## src/rtl/z_pulse_counter.sv

```systemverilog
// rtl/z_pulse_counter.sv - counts synchronized z rising edges in 4-digit BCD and drives a multiplexed 7-segment display
// Optional feature: define Z_CNT_BLANK_EN to blank leading zero digits on the display.
module z_pulse_counter #(
  parameter int REFRESH_DIV = 100000
) (
  input  logic        clk,
  input  logic        clr_n,
  input  logic        z,
  input  logic        cnt_clr,
  output logic [15:0] count,
  output logic        ovf,
  output logic [3:0]  an,
  output logic [6:0]  seg
);

  localparam int RW = (REFRESH_DIV > 2) ? $clog2(REFRESH_DIV) : 1;
  localparam logic [RW-1:0] REF_LAST = RW'(REFRESH_DIV - 1);

  logic          z_s1;
  logic          z_s2;
  logic          z_d;
  logic          inc;
  logic [15:0]   count_inc;
  logic          wrap;
  logic [RW-1:0] ref_cnt;
  logic [1:0]    sel;
  logic [3:0]    digit;
  logic          blank;

  // Two-flop synchronizer for the slow-domain z, plus a history flop for edge detection
  always_ff @(posedge clk or negedge clr_n) begin
    if (!clr_n) begin
      z_s1 <= 1'b0;
      z_s2 <= 1'b0;
      z_d  <= 1'b0;
    end else begin
      z_s1 <= z;
      z_s2 <= z_s1;
      z_d  <= z_s2;
    end
  end

  assign inc = z_s2 & ~z_d;

  // BCD +1 with ripple carry through the four digits; carry out of thousands marks a wrap
  always_comb begin
    logic carry;
    count_inc = count;
    carry     = 1'b1;
    for (int i = 0; i < 4; i++) begin
      if (carry) begin
        if (count[4*i +: 4] >= 4'd9) begin
          count_inc[4*i +: 4] = 4'd0;
        end else begin
          count_inc[4*i +: 4] = count[4*i +: 4] + 4'd1;
          carry               = 1'b0;
        end
      end
    end
    wrap = carry;
  end

  // Count and sticky overflow; a clear on the same edge as an increment drops the increment
  always_ff @(posedge clk or negedge clr_n) begin
    if (!clr_n) begin
      count <= 16'h0000;
      ovf   <= 1'b0;
    end else if (cnt_clr) begin
      count <= 16'h0000;
      ovf   <= 1'b0;
    end else if (inc) begin
      count <= count_inc;
      if (wrap) begin
        ovf <= 1'b1;
      end
    end
  end

  // Refresh divider; each terminal count advances the digit select
  always_ff @(posedge clk or negedge clr_n) begin
    if (!clr_n) begin
      ref_cnt <= '0;
      sel     <= 2'd0;
    end else if (ref_cnt == REF_LAST) begin
      ref_cnt <= '0;
      sel     <= sel + 2'd1;
    end else begin
      ref_cnt <= ref_cnt + 1'b1;
    end
  end

  // Digit mux and leading-zero blanking decision for the current slot
  always_comb begin
    digit = 4'd0;
    blank = 1'b0;
    case (sel)
      2'd0: digit = count[3:0];
      2'd1: digit = count[7:4];
      2'd2: digit = count[11:8];
      default: digit = count[15:12];
    endcase
`ifdef Z_CNT_BLANK_EN
    case (sel)
      2'd1: blank = (count[15:4] == 12'h000);
      2'd2: blank = (count[15:8] == 8'h00);
      2'd3: blank = (count[15:12] == 4'h0);
      default: blank = 1'b0;
    endcase
`else
    blank = 1'b0;
`endif
  end

  // Active-low anode and segment drive, {g,f,e,d,c,b,a}
  always_comb begin
    an  = 4'b1111;
    seg = 7'b1111111;
    if (!blank) begin
      an = ~(4'b0001 << sel);
      case (digit)
        4'd0: seg = 7'b1000000;
        4'd1: seg = 7'b1111001;
        4'd2: seg = 7'b0100100;
        4'd3: seg = 7'b0110000;
        4'd4: seg = 7'b0011001;
        4'd5: seg = 7'b0010010;
        4'd6: seg = 7'b0000010;
        4'd7: seg = 7'b1111000;
        4'd8: seg = 7'b0000000;
        4'd9: seg = 7'b0010000;
        default: seg = 7'b1111111;
      endcase
    end
  end

endmodule

```

## config.mk

```make
export PLATFORM = sky130hd
export DESIGN_NAME = z_pulse_counter
export DESIGN_NICKNAME = d
export VERILOG_FILES = /design/src/rtl/z_pulse_counter.sv
export SDC_FILE = /design/constraint.sdc
export NUM_CORES = 1
export LEC_CHECK = 0
export CAP_MARGIN = 20
export CORE_ASPECT_RATIO = 1.75
export CORE_MARGIN = 2
export CORE_UTILIZATION = 30
export CTS_CLUSTER_DIAMETER = 150
export CTS_CLUSTER_SIZE = 12
export DETAILED_ROUTE_END_ITERATION = 16
export PLACE_DENSITY = 0.48
export REMOVE_ABC_BUFFERS = 1
export SLEW_MARGIN = 20
export SYNTH_ARGS = -nofsm -noshare
export SYNTH_HDL_FRONTEND = slang
export SYNTH_SLANG_ARGS = --single-unit
```

## constraint.sdc

```tcl
create_clock -name clk -period 3.8 [get_ports clk]
set_clock_uncertainty 0.05 [all_clocks]
set_input_delay 0.38 -clock clk [delete_from_list [all_inputs] [get_ports clk]]
set_output_delay 0.38 -clock clk [all_outputs]
set_load 0.005 [all_outputs]
```

* Word-level counts from Yosys, hierarchy flattened
Memory sizes are Yosys's and may differ from the RTL's.
Cells that the tools add are included.
** Storage, ports and cells
- Output and inout port bits :: 28
- ROM bits :: 112
- Word-level logic and storage cells :: 59
- Bits of input ports :: 4
- Memories kept :: 1
- Flip-flop bits (word level) :: 39
** Cells by class
- $lt $le $gt $ge :: 4
- Bitwise gates (word level) :: 3
- Equality and inequality tests :: 3
- Shift-type cells :: 1
- Add/subtract/negate cells :: 6
- Multiplexer cells :: 21
- Reductions and logical operators :: 10
** Memories
- (no name shown) :: words 16, bits a word 7, read ports 1, clocked after memory_dff 0, write ports 0, line 120 : case (digit)
** Operators with widths (count)
- $mux W16 :: 2
- $mux W4 :: 7
- $add A17 B1 Y17 const B :: 1
- $eq A17 B17 Y1 const B :: 1
- $mux W17 :: 1
- $add A4 B1 Y4 const B :: 4
- $ge A4 B4 Y1 const B :: 4
- $pmux W4 S3 :: 1
- $mux W1 :: 10
- $reduce_bool A2 Y1 :: 5
- $reduce_and A2 Y1 :: 4
- $not A4 Y4 :: 1
- $shl A1 B2 Y4 const A :: 1
- $add A2 B1 Y2 const B :: 1
- $eq A2 B1 Y1 const B :: 1
- $eq A2 B2 Y1 const B :: 1
- $logic_not A2 Y1 :: 1
- $and A1 B1 Y1 :: 1
- $not A1 Y1 :: 1

* Depth between registers and ports, before layout
- Depth after elaboration :: 8
- Mapped depth :: 8
- Gate-level depth less buffers :: 8

* Least setup slack after synthesis
Ideal clock, no wire load.
- Kind :: flip-flop to output port
- From :: reg sel[0]
- To :: out seg[1]
- Path slack :: 1665 ps
- Stages on the path, launching flop included :: 9
- Buffers on the path :: 0
- Data required time :: 3370 ps
- Arrival time :: 1705 ps
- Cell sequence :: dfrtp_1 -> inv_1 -> ha_1 -> a222oi_1 -> mux2i_1 -> inv_1 -> ha_1 -> a21oi_1 -> o21ai_0
** Between the ends
- Longest elaborated chain between the ends :: 3
- Elaborated cells between the ends (all ways) :: 5
- Classes of those cells :: eq/ne (2); mux (1); reduce/logical (1); memory (1)
** Ends and longest elaborated chain
- from (decl) :: line 26 : logic [1:0] sel;
- from (signal assigned) :: line 86 : sel <= sel + 2'd1;
- $eq A2 B2 Y1 (tied with other cells) :: line 96 : case (sel)
- $pmux W4 S3 * :: line 96
- $mem_v2 Z16 W7 *
- to (decl) :: line 13 : output logic [6:0] seg
Mark *: on every way between the ends. The rest lies on a longest branch, timed or not.

* Final worst setup path
- From :: reg sel[0]
- To :: out seg[3]
Same word-level chain as after synthesis.

==> flow_summary.toml <==
[layout]
seq_area_um2 = 976
final_util = 0.374
final_layout_size_suffix_gt1_frac = 0.0338
layout_commonest_cell = "dfrtp_1"
final_cell_mix = "dfrtp_1, clkdlybuf4s50_1, ha_1, inv_1"
fin_nets = 292
antenna_cells = 0
multiInputGateArea_mm2 = 0.00121
fin_cells = 354
fill_cells = 787
syn_to_final_growth_pct = 21.9

[cts]
cts_resized = 0
cts_root_buffer = "clkbuf_16"
cts_sinks = 39
cts_buffers = 5
clockBufferDepth = 2
cts_setup_buffers = 0
cts_hold_buf = 0
clk_pin_slew_worst_paths_ns = 0.06
clk_latency_ns = 0.28
htreeDepth = 2
cts_tree = "yes"

[timing]
fmax_mhz = 317
fin_crit_sh = 0.831
final.setup.tns_ns = 0
tightest_slew_ns = 0.907
relSlewSlack = 0.395
fin_crit_ns = 3.16
final_hold_viol_count = 0
setup_viol = 0
rsz0062_at_grt = "false"
slew_viol_final = 0

[critical_path]
required_ns = 3.37
crit_fanout = 6
r2r_setup_slack_ns = 1.48
critPathCaptureType = "primary output"
arrival_ns = 2.73
critical_path_class = "reg -> out"
reg2reg_to = "sel[1]$_DFFE_PN0N_"
rr_startpoint = "ref_cnt[13]$_DFF_PN0_"
critPathLaunchType = "flip-flop"
r2r_cells = 4

[run]
cap_violations = 0

[floorplan]
die_h_um = 120
initial_utilization = 0.307
std_cell_rows = 42
io_pins = 32
core_mm2 = 0.00751
dieArea_mm2 = 0.00842
die_x_um = 70.2

[drt]
wl_per_cell_um = 16.1
drc = 0
drt-total-wl_mm = 5.70
drt-pass1-iter-count = 4
vias = 1880
drt-initial-drc-count = 91
ant_nets = 0
via_per_inst = 5.31

[yosys]
yosys.area_share.adder = 0.114
yosys.area.top_type = "dfrtp_1"
synth_top_area_frac = 0.424
synth-compound-area-share = 0.120
synthSimpleGateAreaFrac = 0.193
synth_ff_type = "dfrtp_1"
avgSynthCellArea_um2 = 9.72
synthCells = 237
synthXorXnorAreaFrac = 0.0570
yosysWarnings = 0
async_flop_share = 1.00
synthTopCellsByArea = "dfrtp_1, ha_1, a21oi_1"
synth_top_family_by_area = "simple AND/OR/NAND/NOR gates"
synth_mux_area_frac = 0.0407
netlist_area_mm2 = 0.00230
ys_ff_latch = 39
synth_edf_count = 0
synth_cell_types = 43
ys_seq_area_frac = 0.424

[place]
dpl.hpwl_mm = 4.24
gp_congestion = 0.910
placed_cells = 348
io_buffers = 31

[outcome]
outcome = "complete, no violations"

[global_route]
grt_overflow = 0
grt_pass1_wl_mm = 9.40
grt_antenna_before_repair = 0
grt_max_degree = 40
grt_pass1_vias = 1851
grt.total_usage = 0.144

[pwr]
power.density_mw_per_mm2 = 305
p_leak_nw = 1.24
ir_drop_uv = 205

[min_path]
holdCritPathClass = "in -> async"
## layer usage
metal,track usage,wire (um),part of all wire,vias up
li1,-,-,-,913
met1,0.144,2180,0.38,918
met2,0.259,3060,0.54,36
met3,0.0369,212,0.037,13
met4,0.0865,238,0.042,0
met5,0,0,0,-
## cell usage after synthesis (2+ instances only)
master and instances:
a31oi_1 2, a41oi_1 3, ha_1 21, mux2_2 2, dfrtp_1 39, nor2_1 14, a21oi_1 15, and3_1 4
mux2i_1 6, o21ai_0 7, and4_1 5, o31ai_1 2, nand2_1 14, a211oi_1 3, or3b_1 2, clkbuf_1 6
nor4_1 2, nor3_1 7, nand4_1 8, inv_1 20, and2_1 2, nand3_1 15, xnor2_1 7, nor2b_1 2
xor2_1 8, a222oi_1 4
## critical path: stages, from the launching register on
cell and delay [ns]:
dfrtp_1 0.41, inv_1 0.13, ha_1 0.25, a222oi_1 0.13
mux2i_1 0.44, inv_1 0.14, ha_1 0.31, nand2_1 0.05
nand3_1 0.09, clkdlybuf4s50_1 0.50
## stage by stage
stage	cell area [um^2]	worst slack, ns	power, W	hold WS [ns]
after global placement	2680	1.05	0.000475	0.285
final	2810	0.643	0.000855	0.188
after detailed placement	2680	0.969	0.000475	0.293
after floorplan	2260	1.66	0.000446	0.0344
after CTS	2810	0.652	0.000876	0.226
after global routing	2810	0.506	0.000895	0.261
## registers in the layout (all words and copies together), names as in the netlist
register  cells
count        16
ovf           1
ref_cnt      17
sel           2
z_d           1
z_s1          1
z_s2          1
## kinds of logic after synthesis
family                   count (synthesis)
AND/OR/NAND/NOR                         82
AO/OA/AOI/OAI                           42
flip-flops                              39
buffers and inverters                   29
adder cells (fa/ha/maj)                 21
XOR/XNOR                                15
multiplexers                             9
## layout make-up
type	instances	share of cell area
flip-flops and latches	39	0.347
multi-input cells	169	0.431
clock buffers	6	0.0459
well taps	88	0.0392
repair buffers	31	0.109
inverters	21	0.0281
## worst max path at each step
stage	startpoint	end	slack, ns
2_1_floorplan	sel[0]$_DFFE_PN0N_	seg[1]	1.66
3_5_place_dp	sel[0]$_DFFE_PN0N_	seg[3]	0.97
3_3_place_gp	sel[0]$_DFFE_PN0N_	seg[3]	1.05
6_report	sel[0]$_DFFE_PN0N_	seg[3]	0.64
5_1_grt	sel[0]$_DFFE_PN0N_	seg[2]	0.51
4_1_cts	sel[0]$_DFFE_PN0N_	seg[3]	0.65
## power breakdown
group	leakage [nW]	switching [W]	total (W)	internal (W)
clock	0.0628	0.000153	0.000389	0.000236
combinational	0.652	0.0000267	0.0000452	0.0000184
sequential	0.523	0.00000314	0.000421	0.000418
total	1.24	0.000183	0.000855	0.000673
Note: power is estimated with default switching activity, not from simulation.
